**src/rtl/rob_commit_if.sv**
```systemverilog
// Issue, writeback, flush and commit signals between the ROB commit controller and its neighbours.
interface rob_commit_if #(
  parameter int unsigned REG_ADDR_WIDTH = 5,
  parameter int unsigned Q_WIDTH        = 4
) ();
  logic                      issue_valid;
  logic                      issue_has_rd;
  logic [REG_ADDR_WIDTH-1:0] issue_rd;
  logic                      issue_ready;
  logic [Q_WIDTH-1:0]        issue_tag;
  logic                      rd_control;
  logic [REG_ADDR_WIDTH-1:0] rd;
  logic [Q_WIDTH-1:0]        Q_value;
  logic                      wb_valid;
  logic [Q_WIDTH-1:0]        wb_tag;
  logic [31:0]               wb_value;
  logic                      flush;
  logic                      has_commit;
  logic [REG_ADDR_WIDTH-1:0] commit_target;
  logic [Q_WIDTH-1:0]        Commit_Q;
  logic [31:0]               Commit_V;
  logic                      rob_empty;

  modport master (
    output issue_valid, issue_has_rd, issue_rd, wb_valid, wb_tag, wb_value, flush,
    input  issue_ready, issue_tag, rd_control, rd, Q_value,
    input  has_commit, commit_target, Commit_Q, Commit_V, rob_empty
  );

  modport slave (
    input  issue_valid, issue_has_rd, issue_rd, wb_valid, wb_tag, wb_value, flush,
    output issue_ready, issue_tag, rd_control, rd, Q_value,
    output has_commit, commit_target, Commit_Q, Commit_V, rob_empty
  );
endinterface

```
**src/rtl/rob_commit_ctrl.sv**
```systemverilog
// Reorder-buffer tag allocator and in-order commit sequencer; tag = entry index + 1, tag 0 means "ready".
module rob_commit_ctrl #(
  parameter int unsigned REG_ADDR_WIDTH = 5,
  parameter int unsigned Q_WIDTH        = 4
) (
  input  logic           clk_in,
  input  logic           rst_in,
  input  logic           rdy_in,
  rob_commit_if.slave    bus
);
  localparam int unsigned ROB_SIZE = (1 << Q_WIDTH) - 1;

  logic [ROB_SIZE-1:0]       r_busy;
  logic [ROB_SIZE-1:0]       r_done;
  logic [ROB_SIZE-1:0]       r_has_rd;
  logic [REG_ADDR_WIDTH-1:0] r_rd    [ROB_SIZE];
  logic [31:0]               r_value [ROB_SIZE];
  logic [Q_WIDTH-1:0]        r_head;
  logic [Q_WIDTH-1:0]        r_tail;
  logic [Q_WIDTH-1:0]        r_count;

  logic                      r_has_commit;
  logic [REG_ADDR_WIDTH-1:0] r_commit_target;
  logic [Q_WIDTH-1:0]        r_commit_q;
  logic [31:0]               r_commit_v;

  logic                      w_ready;
  logic                      w_accept;
  logic                      w_commit;
  logic [Q_WIDTH-1:0]        w_wb_idx;
  logic                      w_wb_hit;

  function automatic logic [Q_WIDTH-1:0] inc_ptr(input logic [Q_WIDTH-1:0] p);
    return (p == Q_WIDTH'(ROB_SIZE - 1)) ? '0 : Q_WIDTH'(p + 1'b1);
  endfunction

  // Issue handshake is combinational so the regfile rename happens in the accepting cycle
  assign w_ready  = (r_count != Q_WIDTH'(ROB_SIZE));
  assign w_accept = bus.issue_valid & w_ready & rdy_in & ~bus.flush;
  assign w_commit = (r_count != '0) & r_busy[r_head] & r_done[r_head];
  assign w_wb_idx = Q_WIDTH'(bus.wb_tag - 1'b1);
  assign w_wb_hit = bus.wb_valid & (bus.wb_tag != '0) & r_busy[w_wb_idx];

  assign bus.issue_ready   = w_ready;
  assign bus.issue_tag     = Q_WIDTH'(r_tail + 1'b1);
  assign bus.rd_control    = w_accept & bus.issue_has_rd & (bus.issue_rd != '0);
  assign bus.rd            = bus.issue_rd;
  assign bus.Q_value       = Q_WIDTH'(r_tail + 1'b1);
  assign bus.has_commit    = r_has_commit;
  assign bus.commit_target = r_commit_target;
  assign bus.Commit_Q      = r_commit_q;
  assign bus.Commit_V      = r_commit_v;
  assign bus.rob_empty     = (r_count == '0);

  always_ff @(posedge clk_in or posedge rst_in) begin
    if (rst_in) begin
      r_busy          <= '0;
      r_done          <= '0;
      r_has_rd        <= '0;
      for (int i = 0; i < int'(ROB_SIZE); i++) begin
        r_rd[i]    <= '0;
        r_value[i] <= '0;
      end
      r_head          <= '0;
      r_tail          <= '0;
      r_count         <= '0;
      r_has_commit    <= 1'b0;
      r_commit_target <= '0;
      r_commit_q      <= '0;
      r_commit_v      <= '0;
    end else if (!rdy_in) begin
      r_has_commit <= 1'b0;
    end else if (bus.flush) begin
      r_busy       <= '0;
      r_done       <= '0;
      r_head       <= '0;
      r_tail       <= '0;
      r_count      <= '0;
      r_has_commit <= 1'b0;
    end else begin
      if (w_wb_hit) begin
        r_done[w_wb_idx]  <= 1'b1;
        r_value[w_wb_idx] <= bus.wb_value;
      end
      // Retire decision uses last cycle's done flags, so a same-cycle wb to head waits one edge
      r_has_commit <= w_commit & r_has_rd[r_head] & (r_rd[r_head] != '0);
      if (w_commit) begin
        r_busy[r_head]  <= 1'b0;
        r_done[r_head]  <= 1'b0;
        r_commit_target <= r_rd[r_head];
        r_commit_q      <= Q_WIDTH'(r_head + 1'b1);
        r_commit_v      <= r_value[r_head];
        r_head          <= inc_ptr(r_head);
      end
      if (w_accept) begin
        r_busy[r_tail]   <= 1'b1;
        r_done[r_tail]   <= 1'b0;
        r_has_rd[r_tail] <= bus.issue_has_rd;
        r_rd[r_tail]     <= bus.issue_rd;
        r_tail           <= inc_ptr(r_tail);
      end
      if (w_accept && !w_commit)      r_count <= Q_WIDTH'(r_count + 1'b1);
      else if (!w_accept && w_commit) r_count <= Q_WIDTH'(r_count - 1'b1);
    end
  end
endmodule

```
**src/flat_wrapper.sv**
```systemverilog
// flat-port wrapper written by rule: the top's interface ports become plain ports
module rob_commit_ctrl_flat 
#(
  parameter int unsigned REG_ADDR_WIDTH = 5,
  parameter int unsigned Q_WIDTH        = 4
)
  (clk_in, rst_in, rdy_in, bus_issue_valid, bus_issue_has_rd, bus_issue_rd, bus_wb_valid, bus_wb_tag, bus_wb_value, bus_flush, bus_issue_ready, bus_issue_tag, bus_rd_control, bus_rd, bus_Q_value, bus_has_commit, bus_commit_target, bus_Commit_Q, bus_Commit_V, bus_rob_empty);
  rob_commit_if #(.REG_ADDR_WIDTH(REG_ADDR_WIDTH), .Q_WIDTH(Q_WIDTH)) bus_i ();
  input  logic clk_in;
  input  logic rst_in;
  input  logic rdy_in;
  input wire logic [$bits(bus_i.issue_valid)-1:0] bus_issue_valid;
  input wire logic [$bits(bus_i.issue_has_rd)-1:0] bus_issue_has_rd;
  input wire logic [$bits(bus_i.issue_rd)-1:0] bus_issue_rd;
  input wire logic [$bits(bus_i.wb_valid)-1:0] bus_wb_valid;
  input wire logic [$bits(bus_i.wb_tag)-1:0] bus_wb_tag;
  input wire logic [$bits(bus_i.wb_value)-1:0] bus_wb_value;
  input wire logic [$bits(bus_i.flush)-1:0] bus_flush;
  output wire logic [$bits(bus_i.issue_ready)-1:0] bus_issue_ready;
  output wire logic [$bits(bus_i.issue_tag)-1:0] bus_issue_tag;
  output wire logic [$bits(bus_i.rd_control)-1:0] bus_rd_control;
  output wire logic [$bits(bus_i.rd)-1:0] bus_rd;
  output wire logic [$bits(bus_i.Q_value)-1:0] bus_Q_value;
  output wire logic [$bits(bus_i.has_commit)-1:0] bus_has_commit;
  output wire logic [$bits(bus_i.commit_target)-1:0] bus_commit_target;
  output wire logic [$bits(bus_i.Commit_Q)-1:0] bus_Commit_Q;
  output wire logic [$bits(bus_i.Commit_V)-1:0] bus_Commit_V;
  output wire logic [$bits(bus_i.rob_empty)-1:0] bus_rob_empty;
  assign bus_i.issue_valid = bus_issue_valid;
  assign bus_i.issue_has_rd = bus_issue_has_rd;
  assign bus_i.issue_rd = bus_issue_rd;
  assign bus_i.wb_valid = bus_wb_valid;
  assign bus_i.wb_tag = bus_wb_tag;
  assign bus_i.wb_value = bus_wb_value;
  assign bus_i.flush = bus_flush;
  assign bus_issue_ready = bus_i.issue_ready;
  assign bus_issue_tag = bus_i.issue_tag;
  assign bus_rd_control = bus_i.rd_control;
  assign bus_rd = bus_i.rd;
  assign bus_Q_value = bus_i.Q_value;
  assign bus_has_commit = bus_i.has_commit;
  assign bus_commit_target = bus_i.commit_target;
  assign bus_Commit_Q = bus_i.Commit_Q;
  assign bus_Commit_V = bus_i.Commit_V;
  assign bus_rob_empty = bus_i.rob_empty;
  rob_commit_ctrl #(.REG_ADDR_WIDTH(REG_ADDR_WIDTH), .Q_WIDTH(Q_WIDTH)) u_core (.clk_in(clk_in), .rst_in(rst_in), .rdy_in(rdy_in), .bus(bus_i));
endmodule
```
**config.mk**
```make
export PLATFORM = sky130hd
export DESIGN_NAME = rob_commit_ctrl_flat
export DESIGN_NICKNAME = d
export VERILOG_FILES = /design/src/rtl/rob_commit_if.sv /design/src/rtl/rob_commit_ctrl.sv /design/src/flat_wrapper.sv
export SDC_FILE = /design/constraint.sdc
export NUM_CORES = 1
export LEC_CHECK = 0
export BUFFER_PORTS_ARGS = -buffer_cell sky130_fd_sc_hd__buf_2
export CORE_MARGIN = 3
export CORE_UTILIZATION = 40
export DETAILED_ROUTE_END_ITERATION = 7
export GPL_TIMING_DRIVEN = 0
export PLACE_DENSITY = 0.54
export SYNTH_ARGS = -nofsm -noshare
export SYNTH_HDL_FRONTEND = slang
export SYNTH_SLANG_ARGS = --single-unit
```
**constraint.sdc**
```tcl
create_clock -name clk_in -period 28.8 [get_ports clk_in]
set_input_delay 2.88 -clock clk_in [delete_from_list [all_inputs] [get_ports clk_in]]
set_output_delay 2.88 -clock clk_in [all_outputs]
set_load 0.005 [all_outputs]
```
==> impl_metrics.json, run 1 <==
{
  "status": "finished clean",
  "dieHeight_um": 283,
  "firstDrtPassIters": 5,
  "area_growth_pct": 14.4,
  "slew_headroom_pct": 4.95,
  "worstReg2RegStart": "u_core.r_head[0]$_DFFE_PP0P_",
  "track_usage_pct": 21.0,
  "cts_tree": "yes",
  "grt_overflow": 0,
  "fin_crit_sh_pct": 25.5,
  "postRouteAntennaNets": 0,
  "clockRootBuffer": "clkbuf_16",
  "setup_viol": 0,
  "fin_util_pct": 46.3,
  "wl_um": 84000,
  "async_flop_share_pct": 100,
  "syn_nets": 2126,
  "drtIter0Drc": 1264,
  "ys_seq_area_share_pct": 53.2,
  "ys.warnings.count": 0,
  "tns_ns": 0,
  "clock_sinks": 654,
  "nets": 2311,
  "cp-end-kind": "primary output",
  "grt_pass1_wl_um": 128000,
  "clock_latency_ns": 0.60,
  "routed_via_density": 5.53,
  "crit_required_ns": 25.92,
  "cts_buffers": 74,
  "path_class": "in -> out",
  "core_area_um2": 76100,
  "fill_cells": 6763,
  "htree_levels": 3,
  "fmax_ghz": 0.136,
  "holdBufCountCts": 0,
  "p_leak_uw": 0.0167,
  "finalClockSkew_ns": 0.0162,
  "worstSetupStartpointType": "primary input",
  "r2r_cells": 8,
  "post-route-min-period_ns": 7.34,
  "drc": 0,
  "initial_core_util_pct": 40.5,
  "layout-drive-gt1-share_pct": 46.2,
  "drv_cap": 0,
  "synth_ff_type": "dfrtp_1",
  "ir_drop_v": 0.0000336,
  "first_global_vias": 19644,
  "hpwlAfterDp_um": 55600,
  "r2r-end": "u_core.bus.commit_target[4]$_DFFE_PP0P_",
  "crit_slowest_cell": "nor2_1",
  "syn_area_um2": 30800,
  "p_per_area_nw_per_um2": 61.1,
  "cp-endpoint": "bus_rd_control",
  "num_vias": 18457,
  "routabilityCongestion": 0.876,
  "path_max_fanout": 10,
  "grt_antenna_before_repair": 5,
  "drv_slew": 0,
  "hold_viol_final": 0,
  "dieArea_um2": 80300,
  "ys_ff_latch": 654,
  "slowest_delay_ns": 0.51,
  "cp.depth": 6,
  "tightest_slew_ns": 1.41,
  "cp_num_buf_inv": 4,
  "cp_top_family": "buffers and inverters",
  "synth_cell_types": 71,
  "r2r_slack_ns": 24.83,
  "hold_class": "reg -> reg",
  "io_buffer_count": 103,
  "worstPathCellList": "buf_2 -> clkbuf_1 -> clkbuf_1 -> nor2_1 -> o311a_1 -> buf_2",
  "startpoint": "bus_flush",
  "cts_buffer_depth": 3,
  "rsz0062_at_grt": "no",
  "post_cts_resized": 0,
  "grt_max_degree": 138,
  "io_pins": 106,
  "die_w_um": 283,
  "post_cts_buffers": 0,
  "cts.clk_slew.worst_paths_ns": 0.06,
  "row_count": 101,
  "postSynthAreaPerCell_um2": 14.9,
  "synth-edff-count": 0,
  "synthCells": 2062,
  "cp.arrival_ns": 4.46,
  "wl_per_cell_um": 25.2
}
sequential cells by signal, indices dropped and copies added (netlist names), 5 cells and up:
| name | cells |
|---|---|
| u_core.r_has_rd | 15 |
| u_core.r_busy | 15 |
| u_core.r_value | 480 |
| u_core.bus.commit_target | 5 |
| u_core.bus.Commit_V | 32 |
| u_core.r_rd | 75 |
| u_core.r_done | 15 |
worst min path at each step:
stage	depth (start not counted)	from	endpoint
6_report	1	u_core.r_done[7]$_DFFE_PP0P_	u_core.r_done[7]$_DFFE_PP0P_
4_1_cts	1	u_core.r_done[7]$_DFFE_PP0P_	u_core.r_done[7]$_DFFE_PP0P_
3_5_place_dp	1	u_core.r_done[7]$_DFFE_PP0P_	u_core.r_done[7]$_DFFE_PP0P_
2_1_floorplan	2	u_core.r_rd[12]$_DFFE_PP0P_	u_core.r_rd[12]$_DFFE_PP0P_
5_1_grt	1	u_core.r_value[218]$_DFFE_PP0P_	u_core.r_value[218]$_DFFE_PP0P_
3_3_place_gp	1	u_core.r_done[7]$_DFFE_PP0P_	u_core.r_done[7]$_DFFE_PP0P_
layout make-up:
type	count	area [um^2]	share of cell area (%)
Timing Repair Buffer	109	664	1.89
Clock inverter	17	174	0.494
Multi-Input combinational cell	1200	13500	38.2
Antenna cell	3	7.51	0.0213
Inverter	26	105	0.298
Buffer	182	867	2.46
Clock buffer	114	2290	6.49
Tap cell	1030	1290	3.66
Sequential cell	654	16400	46.5
placed cells by master (no fill, tap or decap), drive strengths merged, types with 5 or more instances in the layout:
cell | Yosys | routed
clkbuf | 94 | 208
nand3 | 14 | 14
dfrtp | 654 | 654
nand2 | 99 | 99
and3 | 12 | 12
a21o | 11 | 11
mux4 | 158 | 158
nor4 | 5 | 5
ha | 15 | 15
mux2 | 609 | 609
nor3 | 12 | 12
xnor2 | 5 | 5
buf | 88 | 197
nand2b | 7 | 7
nor2 | 24 | 24
a211oi | 5 | 5
inv | 26 | 29
a31oi | 8 | 8
a2111oi | 5 | 5
a21oi | 23 | 23
o21ai | 62 | 62
clkinv | 0 | 10
nor2b | 9 | 9
o2bb2ai | 7 | 7
mux2i | 43 | 43
cells by family (layout without fill, tap and decap cells):
family	count (synthesis)	count (layout)	share of synthesized area [%]
mux	810	810	35.9
simple gates	201	201	3.07
flops	654	654	53.2
compound gates	167	167	3.83
buf+inv	208	448	3.13
fa+ha+maj	16	16	0.675
xor+xnor	6	6	0.171
other cells	0	3	0
per-stage QoR:
stage	total power (uW)	instance area, um^2	instances	hold WS [ns]	setup slack (ns)
finish	2150	35200	3335	0.480	21.46
global route	2240	35200	3334	0.499	21.32
CTS	2180	35200	3332	0.478	21.39
detailed placement	1220	32700	3201	0.460	21.40
global placement	1210	32600	3195	0.465	0.856
floorplan	1160	30800	2062	0.442	7.59
layer usage:
layer	GRT usage (%)	part of all wire, %
met5	0	0.033
met4	6.30	2.3
met3	3.72	4.9
met2	34.1	48
met1	29.1	45
cell usage after synthesis, drive strengths merged, types with 4 or more instances:
| library cell | n | share of area [%] |
|---|---|---|
| a2111oi | 5 | 0.33 |
| a211oi | 5 | 0.12 |
| a21o | 11 | 0.27 |
| a21oi | 23 | 0.37 |
| a31oi | 8 | 0.16 |
| a32o | 4 | 0.13 |
| and3 | 12 | 0.24 |
| buf | 88 | 1.7 |
| clkbuf | 94 | 1.1 |
| dfrtp | 654 | 53 |
| ha | 15 | 0.61 |
| inv | 26 | 0.32 |
| mux2 | 609 | 23 |
| mux2i | 43 | 1.4 |
| mux4 | 158 | 12 |
| nand2 | 99 | 1.2 |
| nand2b | 7 | 0.14 |
| nand3 | 14 | 0.23 |
| nor2 | 24 | 0.29 |
| nor2b | 9 | 0.18 |
| nor3 | 12 | 0.20 |
| nor4 | 5 | 0.10 |
| o21a | 4 | 0.098 |
| o21ai | 62 | 1.0 |
| o2bb2ai | 7 | 0.20 |
| or3 | 4 | 0.081 |
| xnor2 | 5 | 0.14 |
where the power goes:
group	total, uW	leakage (uW)	internal [uW]	switching [uW]
sequential	1020	0.00898	981	33.8
clock	949	0.00122	572	377
combinational	188	0.00650	97.2	90.7
Power figures use the tool's default switching activity.
==> run 2, diff against run 1 <==
==> constraint.sdc (replaced) <==
create_clock -name clk_in -period 7.6 [get_ports clk_in]
set_input_delay 0.76 -clock clk_in [delete_from_list [all_inputs] [get_ports clk_in]]
set_output_delay 0.76 -clock clk_in [all_outputs]
set_load 0.005 [all_outputs]
==> run 2 against run 1 <==
Net effect: the flow now finishes with violations (capacitance limit, slew limit); sequential cell count unchanged; utilization up 0.25 points; critical path depth rose by 6; setup slack lost 18 ns; hold slack worse by 0.27 ns; final cell count grew 0.33%; register-to-register slack worse by 21 ns; sequential power rose to 3.8 times the previous value; routed wire length increased by 0.69%; clock power rose to 3.8 times the previous value; non-clock buffer count increased by 13; critical path type is now in -> reg; highest routed layer unchanged.
==> impl_metrics.json, run 2 (synthesis results as in run 1) <==
{
  "status": "finished with violations",
  "violations": "capacitance limit, slew limit",
  "fin_cells": 3346,
  "die_w_um": 283,
  "post-route-min-period_ns": 4.32,
  "numPlacedInstances": 3214,
  "final_common_cell": "dfrtp_1",
  "crit_required_ns": 8.09,
  "routabilityCongestion": 0.849,
  "p_per_area_nw_per_um2": 231,
  "cts.clk_slew.worst_paths_ns": 0.06,
  "cts_tree": "yes",
  "routed_via_density": 5.59,
  "drc": 0,
  "cts_buffer_depth": 3,
  "fin_util_pct": 46.5,
  "initial_core_util_pct": 40.5,
  "postRouteAntennaNets": 0,
  "cp.depth": 12,
  "grt_antenna_before_repair": 6,
  "path_common_cell": "buf_2",
  "crit_slowest_cell": "nor3b_2",
  "fin_crit_sh_pct": 56.8,
  "cp.arrival_ns": 4.81,
  "rsz0062_at_grt": "no",
  "grt_max_degree": 44,
  "firstDrtPassIters": 5,
  "io_pins": 106,
  "track_usage_pct": 21.1,
  "hold_viol_final": 0,
  "slowest_delay_ns": 0.90,
  "worstSetupStartpointType": "primary input",
  "worstPathCellList": "buf_2 -> buf_2 -> inv_1 -> ha_1 -> buf_2 -> mux4_2 -> a21oi_1 -> a311oi_2 -> o211ai_2 -> nor3b_2 -> buf_2 -> mux2_2",
  "fmax_ghz": 0.231,
  "cp_top_family": "buffers and inverters",
  "ir_drop_v": 0.000140,
  "post_cts_buffers": 0,
  "cp-end-kind": "register",
  "hpwlAfterDp_um": 56600,
  "grt_overflow": 0,
  "layout-drive-gt1-share_pct": 46.5,
  "largest_reg_flops": 480,
  "cp_num_buf_inv": 5,
  "clock_latency_ns": 0.61,
  "drv_slew": 9,
  "p_leak_uw": 0.0168,
  "drtIter0Drc": 1401,
  "r2r_cells": 8,
  "htree_levels": 3,
  "place_ws_ns": 2.73,
  "num_vias": 18716,
  "io_buffer_count": 103,
  "wl_um": 84600,
  "first_global_vias": 19619,
  "slew_headroom_pct": -1.86,
  "post_cts_resized": 0,
  "nets": 2324,
  "setup_slack_ns": 3.28,
  "core_area_um2": 76100,
  "drv_cap": 1,
  "clockRootBuffer": "clkbuf_16",
  "finalClockSkew_ns": 0.0119,
  "layout_common_cells": "dfrtp_1, mux2_2, mux4_2, buf_2, clkbuf_1",
  "r2r_slack_ns": 3.47,
  "row_count": 101,
  "holdBufCountCts": 0,
  "dieHeight_um": 283,
  "hold_class": "in -> async",
  "cts_buffers": 74,
  "tightest_slew_ns": 1.51,
  "setup_viol": 0,
  "path_class": "in -> reg",
  "path_max_fanout": 10,
  "grt_pass1_wl_um": 128000,
  "area_growth_pct": 15.0,
  "wl_per_cell_um": 25.3,
  "dieArea_um2": 80300,
  "regMostFlops": "u_core.r_value",
  "clock_sinks": 654
}
run 2: routing by layer:
| metal | part of all wire [%] | GRT usage (%) | up-vias |
|---|---|---|---|
| met3 | 4.7 | 3.40 | 144 |
| met4 | 3.0 | 7.07 | 6 |
| met5 | 0.045 | 0 | - |
| met1 | 46 | 30.0 | 10079 |
| li1 | - | - | 8031 |
| met2 | 47 | 33.3 | 456 |
run 2: worst paths after layout:
kind / end / startpoint
worst max-delay path: u_core.r_value[391]$_DFFE_PP0P_ / bus_wb_tag[0]
worst min-delay path: u_core.bus.Commit_V[23]$_DFFE_PP0P_ / rst_in
worst max register to register: u_core.bus.Commit_V[1]$_DFFE_PP0P_ / u_core.r_head[0]$_DFFE_PP0P_
worst min register to register: u_core.r_done[7]$_DFFE_PP0P_ / u_core.r_done[7]$_DFFE_PP0P_
max in group asynchronous: u_core.r_value[458]$_DFFE_PP0P_ / rst_in
min in group clk_in: u_core.r_value[130]$_DFFE_PP0P_ / bus_wb_value[2]
run 2: stage by stage:
stage	setup TNS [ns]	power, uW	hold WS, ns	instance area, um^2
2_1_floorplan	-1372.45	4400	0.442	30800
4_1_cts	0	8280	0.193	35400
6_report	0	8180	0.209	35400
5_1_grt	0	8530	0.244	35400
3_5_place_dp	0	4640	0.465	33000
3_3_place_gp	-3622.23	4590	0.462	32600
run 2: worst reg2reg max path, stage by stage (launching register included):
cell and delay [ns]:
dfrtp_1 0.51, buf_2 0.30, nor2b_1 0.44, a221oi_1 0.22
o21a_1 0.26, nor4b_1 0.91, buf_2 0.52, buf_2 0.46
mux2_2 0.41
run 2: layout make-up:
class / instances / area (um^2)
antenna: 2 / 5.00
buffer: 182 / 867
clock buffer: 106 / 2150
clock inverter: 24 / 284
fill: 6755 / 40700
inverter: 26 / 101
multi-input combinational: 1200 / 13500
sequential: 654 / 16400
tap: 1030 / 1290
timing repair buffer: 122 / 887
run 2: power by group:
group / internal, uW / leakage [uW] / switching (uW) / total, uW
sequential: 3720 / 0.00898 / 128 / 3850
combinational: 380 / 0.00660 / 347 / 727
clock: 2150 / 0.00120 / 1460 / 3610
total: 6240 / 0.0168 / 1940 / 8180
==> run 3, diff against run 2 <==
==> constraint.sdc (replaced) <==
create_clock -name clk_in -period 4.06 [get_ports clk_in]
set_input_delay 0.406 -clock clk_in [delete_from_list [all_inputs] [get_ports clk_in]]
set_output_delay 0.406 -clock clk_in [all_outputs]
set_load 0.005 [all_outputs]
==> run 3 against run 2 <==
Net effect: the run ends with capacitance limit left; clock power up 87%; non-clock buffer count grew 1; critical path type unchanged; utilization about the same; die area did not move; global-route usage unchanged; clock-buffer cell count did not move; routed wire length about the same.
==> impl_metrics.json, run 3 (synthesis results as in run 1) <==
{
  "status": "finished with violations",
  "violations": "capacitance limit",
  "hold_viol_final": 0,
  "die_w_um": 283,
  "clock_sinks": 654,
  "r2r_cells": 7,
  "place_ws_ns": -0.456,
  "track_usage_pct": 21.1,
  "num_vias": 18767,
  "cts_buffers": 74,
  "fin_area_um2": 35400,
  "seq_area_um2": 16400,
  "routed_via_density": 5.61,
  "wl_per_cell_um": 25.3,
  "cp-end-kind": "register",
  "final_common_cell": "dfrtp_1",
  "drv_slew": 0,
  "io_pins": 106,
  "clockRootBuffer": "clkbuf_16",
  "finalClockSkew_ns": 0.0127,
  "slew_headroom_pct": 0.455,
  "fmax_ghz": 0.251,
  "nets": 2325,
  "cp.arrival_ns": 4.48,
  "ir_drop_v": 0.000262,
  "post_cts_buffers": 0,
  "routabilityCongestion": 0.849,
  "fill_cells": 6755,
  "drc": 0,
  "path_class": "in -> reg",
  "largest_reg_flops": 480,
  "multi_input_area_um2": 13500,
  "p_leak_uw": 0.0168,
  "r2r-end": "u_core.bus.Commit_V[28]$_DFFE_PP0P_",
  "hpwlAfterDp_um": 56600,
  "io_buffer_count": 103,
  "initial_core_util_pct": 40.5,
  "setup_viol": 0,
  "hold_end": "u_core.r_value[129]$_DFFE_PP0P_",
  "worstSetupStartpointType": "primary input",
  "dieArea_um2": 80300,
  "wl_um": 84500,
  "cts_tree": "yes",
  "crit_required_ns": 4.56,
  "setup_slack_ns": 0.0755,
  "row_count": 101,
  "worstReg2RegStart": "u_core.r_head[1]$_DFFE_PP0P_",
  "layout-drive-gt1-share_pct": 46.6,
  "grt_overflow": 0,
  "layout_common_cells": "dfrtp_1, mux2_2, mux4_2, buf_2, clkbuf_1",
  "postRouteAntennaNets": 0,
  "path_max_fanout": 10,
  "r2r_slack_ns": 0.18,
  "fin_crit_sh_pct": 98.1,
  "p_per_area_nw_per_um2": 432,
  "hp-start": "bus_wb_value[1]",
  "drv_cap": 1,
  "post-route-min-period_ns": 3.98,
  "area_growth_pct": 15.1,
  "grt_antenna_before_repair": 6,
  "core_area_um2": 76100,
  "min_delay_path_depth": 2,
  "post_dp_cell_area_um2": 33000,
  "grt_max_degree": 44,
  "cts.clk_slew.worst_paths_ns": 0.06,
  "cts_buffer_depth": 3,
  "dieHeight_um": 283,
  "first_global_vias": 19619,
  "p_total_uw": 15300,
  "regMostFlops": "u_core.r_value",
  "tightest_slew_ns": 1.48,
  "clock_latency_ns": 0.62,
  "grt_pass1_wl_um": 128000,
  "htree_levels": 3,
  "hold_class": "in -> reg",
  "firstDrtPassIters": 5,
  "drtIter0Drc": 1294
}
-- run 3: cell types whose count changed in the layout (fill, tap and decap cells not counted), sizes merged --
| cell | previous run | this run |
|---|---|---|
| buf | 210 | 207 |
| clkbuf | 200 | 201 |
| clkdlybuf4s15 | 0 | 2 |
| diode | 2 | 1 |
| dlygate4sd3 | 0 | 1 |
-- run 3: final cells by class --
class / count / share of cell area, %
antenna: 1 / 0.00706
buffer: 182 / 2.49
clock buffer: 106 / 6.08
clock inverter: 24 / 0.801
inverter: 26 / 0.286
multi-input combinational: 1200 / 38.0
sequential: 654 / 46.2
tap: 1030 / 3.64
timing repair buffer: 123 / 2.53
-- run 3: metrics by stage --
step                utilization (%)  hold WS, ns  std cells  TNS [ns]
floorplan                         -        0.442       2062  -3456.10
global placement               42.8        0.462       3195  -5718.13
detailed placement             43.3        0.465       3214    -12.06
CTS                            46.6       0.0492       3345         0
global route                   46.6       0.0858       3346   -0.0207
finish                         46.6       0.0915       3346         0
-- run 3: worst max path at each step --
| stage | startpoint | endpoint | slack, ns | depth (start not counted) |
|---|---|---|---|---|
| finish | bus_wb_tag[0] | u_core.r_value[391]$_DFFE_PP0P_ | 0.08 | 12 |
| global route | u_core.r_head[3]$_DFFE_PP0P_ | u_core.r_count[3]$_DFFE_PP0P_ | -0.02 | 13 |
| CTS | u_core.r_head[0]$_DFFE_PP0P_ | u_core.bus.Commit_V[1]$_DFFE_PP0P_ | 0.03 | 7 |
| detailed placement | bus_wb_tag[0] | u_core.r_value[391]$_DFFE_PP0P_ | -0.46 | 12 |
| global placement | rst_in | u_core.bus.Commit_V[5]$_DFFE_PP0P_ | -8.86 | 2 |
| floorplan | rst_in | u_core.bus.Commit_Q[0]$_DFFE_PP0P_ | -5.28 | 1 |
-- run 3: routing by layer --
| metal | up-vias | GRT usage [%] | routed length [um] |
|---|---|---|---|
| li1 | 8026 | - | - |
| met1 | 10120 | 30.0 | 38100 |
| met2 | 473 | 33.3 | 39800 |
| met5 | - | 0 | 38 |
| met3 | 142 | 3.40 | 4160 |
| met4 | 6 | 7.07 | 2410 |
-- run 3: critical path, stage by stage --
cell and delay, ns:
buf_2 0.20, buf_2 0.28, inv_1 0.12, ha_1 0.29, buf_2 0.22, mux4_2 0.30, a21oi_1 0.12, a311oi_2 0.31
o211ai_2 0.27, nor3b_2 0.91, buf_2 0.62, mux2_2 0.40
-- run 3: report_power, final --
part / total [uW] / switching [uW] / leakage, uW / internal (uW)
combinational: 1360 / 649 / 0.00661 / 713
sequential: 7200 / 240 / 0.00898 / 6960
clock: 6760 / 2740 / 0.00120 / 4020
total: 15300 / 3630 / 0.0168 / 11700
-- run 3: repair_timing --
item / 4_1_cts / 5_1_grt
endpoints found under the setup margin: 0 / 32
gates resized for setup: 0 / 5
hold buffers: 1 / 0
hold endpoints to repair: 20 / 0
